<file path="config.mk">
export PLATFORM = sky130hd
export DESIGN_NAME = aegnn_event_scheduler
export DESIGN_NICKNAME = d
export VERILOG_FILES = /design/src/rtl/aegnn_pkg.sv /design/src/rtl/aegnn_sync_fifo.sv /design/src/rtl/aegnn_event_scheduler.sv
export SDC_FILE = /design/constraint.sdc
export NUM_CORES = 1
export LEC_CHECK = 0
export ABC_AREA = 1
export CAP_MARGIN = 10
export CORE_MARGIN = 4
export CORE_UTILIZATION = 40
export CTS_CLUSTER_SIZE = 30
export DETAILED_ROUTE_END_ITERATION = 12
export GPL_ROUTABILITY_DRIVEN = 0
export PLACE_DENSITY = 0.55
export SYNTH_ARGS = -nofsm -noshare
export SYNTH_HDL_FRONTEND = slang
export SYNTH_HIERARCHICAL = 1
export SYNTH_SLANG_ARGS = --single-unit
</file>
<file path="constraint.sdc">
create_clock -name clk -period 4.61 [get_ports clk]
set_input_delay 0.461 -clock clk [delete_from_list [all_inputs] [get_ports clk]]
set_output_delay 0.461 -clock clk [all_outputs]
set_load 0.03 [all_outputs]
</file>
<file path="src/rtl/aegnn_pkg.sv">
// Shared types for the AEGNN ingress path: event record and scheduler state.
package aegnn;
  localparam int TS_W       = 32;
  localparam int DROP_CNT_W = 16;

  typedef struct packed {
    logic [TS_W-1:0] t;
    logic [7:0]      x;
    logic [7:0]      y;
    logic            p;
  } event_s;

  typedef enum logic [1:0] {IDLE, ISSUE, WAIT_DONE, RECOVER} sched_state_e;
endpackage

</file>
<file path="src/rtl/aegnn_sync_fifo.sv">
// Synchronous FIFO with head visible combinationally, occupancy output and
// single-cycle flush. Push-when-full and pop-when-empty are guarded by the caller.
module aegnn_sync_fifo #(
  parameter int WIDTH = 8,
  parameter int DEPTH = 16,
  localparam int AW   = $clog2(DEPTH)
) (
  input  logic             clk,
  input  logic             rst,
  input  logic             flush,
  input  logic             push,
  input  logic [WIDTH-1:0] wr_data,
  input  logic             pop,
  output logic [WIDTH-1:0] rd_data,
  output logic [AW:0]      count
);
  logic [WIDTH-1:0] mem [DEPTH];
  logic [AW-1:0]    wr_ptr, rd_ptr;

  assign rd_data = mem[rd_ptr];

  always_ff @(posedge clk) begin
    if (push && !flush) mem[wr_ptr] <= wr_data;
  end

  // Pointers wrap naturally since DEPTH is a power of two.
  always_ff @(posedge clk) begin
    if (rst || flush) begin
      wr_ptr <= '0;
      rd_ptr <= '0;
      count  <= '0;
    end else begin
      if (push) wr_ptr <= wr_ptr + 1'b1;
      if (pop)  rd_ptr <= rd_ptr + 1'b1;
      count <= count + (AW+1)'(push) - (AW+1)'(pop);
    end
  end
endmodule

</file>
<file path="src/rtl/aegnn_event_scheduler.sv">
// Ingress scheduler for aegnn_hw: queues events, issues one at a time with a
// data_valid strobe, drops out-of-order timestamps and recovers a hung core.
module aegnn_event_scheduler
  import aegnn::*;
#(
  parameter int FIFO_DEPTH   = 16,
  parameter int TIMEOUT_CYC  = 4096,
  parameter int CORE_RST_CYC = 8,
  parameter bit MONO_CHECK   = 1'b1,
  localparam int CNT_W       = $clog2(FIFO_DEPTH) + 1
) (
  input  logic                  clk,
  input  logic                  rst,
  input  logic                  in_valid,
  output logic                  in_ready,
  input  event_s                in_event,
  input  logic                  flush,
  input  logic                  core_ready,
  input  logic                  core_done,
  output logic                  core_data_valid,
  output event_s                core_event,
  output logic                  core_rst,
  output logic                  busy,
  output logic [CNT_W-1:0]      fifo_count,
  output logic [DROP_CNT_W-1:0] drop_count,
  output logic                  timeout_err
);
  localparam int WD_W = $clog2(TIMEOUT_CYC + 1);
  localparam int RC_W = $clog2(CORE_RST_CYC + 1);

  sched_state_e     state;
  event_s           head;
  logic [WD_W-1:0]  wd_cnt;
  logic [RC_W-1:0]  rc_cnt;
  logic [TS_W-1:0]  last_t;
  logic             have_last;
  logic             push, pop, accept;

  // in_ready comes from the registered count only, so no push+pop at full.
  assign in_ready = fifo_count != CNT_W'(FIFO_DEPTH);
  assign push     = in_valid && in_ready;
  assign pop      = (state == IDLE) && (fifo_count != '0) && core_ready && !flush;
  assign accept   = !MONO_CHECK || !have_last || (head.t >= last_t);
  assign busy     = (state != IDLE) || (fifo_count != '0);

  aegnn_sync_fifo #(.WIDTH($bits(event_s)), .DEPTH(FIFO_DEPTH)) u_fifo (
    .clk     (clk),
    .rst     (rst),
    .flush   (flush),
    .push    (push),
    .wr_data (in_event),
    .pop     (pop),
    .rd_data (head),
    .count   (fifo_count)
  );

  always_ff @(posedge clk) begin
    if (rst) begin
      state           <= IDLE;
      core_data_valid <= 1'b0;
      core_event      <= '0;
      core_rst        <= 1'b0;
      drop_count      <= '0;
      timeout_err     <= 1'b0;
      wd_cnt          <= '0;
      rc_cnt          <= '0;
      last_t          <= '0;
      have_last       <= 1'b0;
    end else begin
      core_data_valid <= 1'b0;
      case (state)
        IDLE: if (pop) begin
          if (accept) begin
            core_event      <= head;
            core_data_valid <= 1'b1;
            last_t          <= head.t;
            have_last       <= 1'b1;
            state           <= ISSUE;
          end else if (drop_count != '1) begin
            drop_count <= drop_count + 1'b1;
          end
        end
        ISSUE: begin
          wd_cnt <= '0;
          state  <= WAIT_DONE;
        end
        // Done wins over a same-cycle timeout; the in-flight event is abandoned on recovery.
        WAIT_DONE: begin
          if (core_done) begin
            state <= IDLE;
          end else if (wd_cnt == WD_W'(TIMEOUT_CYC - 1)) begin
            state       <= RECOVER;
            core_rst    <= 1'b1;
            timeout_err <= 1'b1;
            rc_cnt      <= '0;
          end else begin
            wd_cnt <= wd_cnt + 1'b1;
          end
        end
        RECOVER: begin
          if (rc_cnt == RC_W'(CORE_RST_CYC - 1)) begin
            core_rst <= 1'b0;
            state    <= IDLE;
          end else begin
            rc_cnt <= rc_cnt + 1'b1;
          end
        end
        default: state <= IDLE;
      endcase
    end
  end
endmodule
</file>
==> results.ini <==
[status]
status=complete, no violations

[cts]
ctsHtreeMaxLevel=3
path_clk_slew_ns=0.06
clock-sinks=889
post_cts_buffers=0
cts_tree=done
cts_buffers=96
clk-insertion-delay-late_ns=0.67
cts_buffer_depth=3
cts-root-buf=clkbuf_16
cts-resized-gates=0
cts_hold_buf=0

[floorplan]
fp-row-count=114
chipWidth_um=321
die_area_um2=103000
fp.dieH_um=321
pin_count=130
coreArea_um2=97000
initial_core_util_pct=40.5

[yosys]
synth_seq_cells=889
avgSynthCellArea_um2=9.97
synthesis.nets=4041
syn_area_um2=39300
yosysWarnings=6
syn_inst=3940
ys_types=40
yosysSeqAreaShare_pct=65.3

[cells_and_area]
layout-drive-gt1-share_pct=6.25
layout_commonest_cell=nand2_1
final_cell_mix=nand2_1 (1163), edfxtp_1 (784), inv_1 (680)
area_growth_pct=14.5
postLayoutCoreUtil_pct=46.4
design_area_um2=45000
nets=4147

[min_path]
min_to=timeout_err
min_from=timeout_err
hold_class=flop to flop
hold_depth=2

[sta]
worst_pin_slew_ns=1.13
hold_viol_final=0
rsz0062_at_grt=no
fin_crit_sh_pct=89.9
setup_viol=0
max_freq_ghz=0.241
setup-tns-final_ns=0
fin_skew_ns=0.0265
fin_crit_ns=4.15
slew_headroom_pct=24.7
slew_viol_final=0

[route]
via_per_inst=4.94
drcViolationCount=0
drt_wl_total_mm=104
vias=26700
ant_nets=0
firstDrtPassIters=7
wire_per_inst_um=19.3
drtIter0Drc=2240

[place]
io_buffers=129
hpwl_mm=54.8
placed_area_um2=41900

[setup_path]
timing.rr.end=core_event[11]
crit_path_end_kind=flop
startpoint_type=flop
setup.worst_path.class=flop to flop
crit_fanout=59
rr_worst_depth=21
required_ns=5.20
worst-r2r-setup-slack_ns=0.46
cp_data_arrival_time_ns=4.74

[run]
maxCapViolCount=0

[global_routing]
grt_first_pass_wirelength_mm=158
grt_max_degree=126
grt_pass1_vias=25400
antenna_found_initial=6
track_usage_pct=20.1
overflow=0

[power]
ir_drop_mv=0.290
power_density_nw_per_um2=411
leakagePower_nw=18.4

==> per-stage QoR <==
| step | power [mW] | std cells | hold WS (ns) | setup WS [ns] |
|---|---|---|---|---|
| after global placement | 11.1 | 5224 | 0.451 | 0.556 |
| after detailed placement | 11.1 | 5224 | 0.453 | 0.479 |
| after CTS | 18.7 | 5402 | 0.464 | 0.474 |
| after floorplan | 10.4 | 3940 | 0.430 | 0.621 |
| final | 18.5 | 5404 | 0.458 | 0.464 |
| after global routing | 19.2 | 5403 | 0.499 | 0.0890 |
==> synthesized netlist by cell type (all sizes together) <==
cell     number  area share (%)
nand2      1169              11
edfxtp      784              60
inv         690             6.6
nand3       606             7.8
nor2        176             1.8
buf         163             2.9
dfxtp       105             5.4
o21ai        58            0.74
a21oi        54            0.72
ha           45             1.4
nand4        23            0.37
clkbuf       22            0.21
xor2         15            0.33
nor3         11            0.17
xnor2         4           0.089
a21o          2           0.038
and3          2           0.032
nand3b        2           0.038
o21a          2           0.038
or2           2           0.032
fa            1           0.051
nor3b         1           0.032
nor4          1           0.032
o2111ai       1           0.022
o21bai        1           0.019
==> per-layer routing <==
metal  vias to the layer above  track usage [%]  part of all wire, %
met5                         -                0                0.011
met3                       159             3.37                  6.2
met2                       689             32.7                   46
met1                     12900             28.0                   45
met4                         2             5.24                  2.3
li1                      12900                -                    -
==> cell type report <==
type	count	area, um^2
Inverter	690	2610
Clock buffer	125	2600
Clock inverter	53	498
Tap cell	1276	1600
Timing Repair Buffer	193	2080
Sequential cell	889	25700
Multi-Input combinational cell	2176	9920
Antenna cell	2	5.00
Fill cell	9074	52000
==> worst max-delay path, stage by stage (launching register included) <==
cell and delay, ns:
dfxtp_4 0.37, inv_6 0.46, buf_4 0.43, nand3_1 0.12, nand3_1 0.09, nand3_1 0.12
nand2_1 0.19, ha_1 0.26, nand2_1 0.09, inv_1 0.04, nand2_1 0.05, nand2_1 0.05
nand2_1 0.05, nand2_1 0.04, nor2_1 0.11, nand2_2 0.18, nand2_4 0.27, nand2_2 0.10
nand2_4 0.08, buf_4 0.52, o21ai_0 0.17, nor2_1 0.14
==> registers in the layout, indices dropped and copies added (netlist names), named ones only <==
signal,count
core_event,17
drop_count,16
rc_cnt,4
timeout_err,1
last_t,32
core_rst,1
u_fifo/rd_ptr,4
wd_cnt,13
u_fifo/wr_ptr,4
state,2
u_fifo/count,5
core_data_valid,1
u_fifo/mem,784
have_last,1
==> worst max-delay path by stage <==
stage	start	endpoint	slack [ns]	depth (start not counted)
global route	flop	core_event[9]	0.09	21
floorplan	u_fifo/count[1]	u_fifo/mem[11][0]	0.62	7
CTS	flop	last_t[22]	0.47	21
detailed placement	flop	last_t[3]	0.48	21
finish	flop	core_event[11]	0.46	21
global placement	flop	last_t[10]	0.56	21
==> power breakdown <==
| group | leakage (nW) | internal (mW) | switching [mW] |
|---|---|---|---|
| registers | 7.91 | 8.92 | 0.128 |
| logic | 8.97 | 0.622 | 1.22 |
| clock network | 1.52 | 4.43 | 3.17 |
| total | 18.4 | 14.0 | 4.52 |
==> cell families (layout without fill, tap and decap cells) <==
group / after synthesis / count (layout) / synth area share [%]
AO/OA/AOI/OAI: 118 / 118 / 1.57
flip-flops: 889 / 889 / 65.3
adder cells (fa/ha/maj): 46 / 46 / 1.48
AND/OR/NAND/NOR: 1993 / 1993 / 21.5
XOR/XNOR: 19 / 19 / 0.424
buffers and inverters: 875 / 1061 / 9.76
other: 0 / 2 / 0
Power figures use the tool's default switching activity.
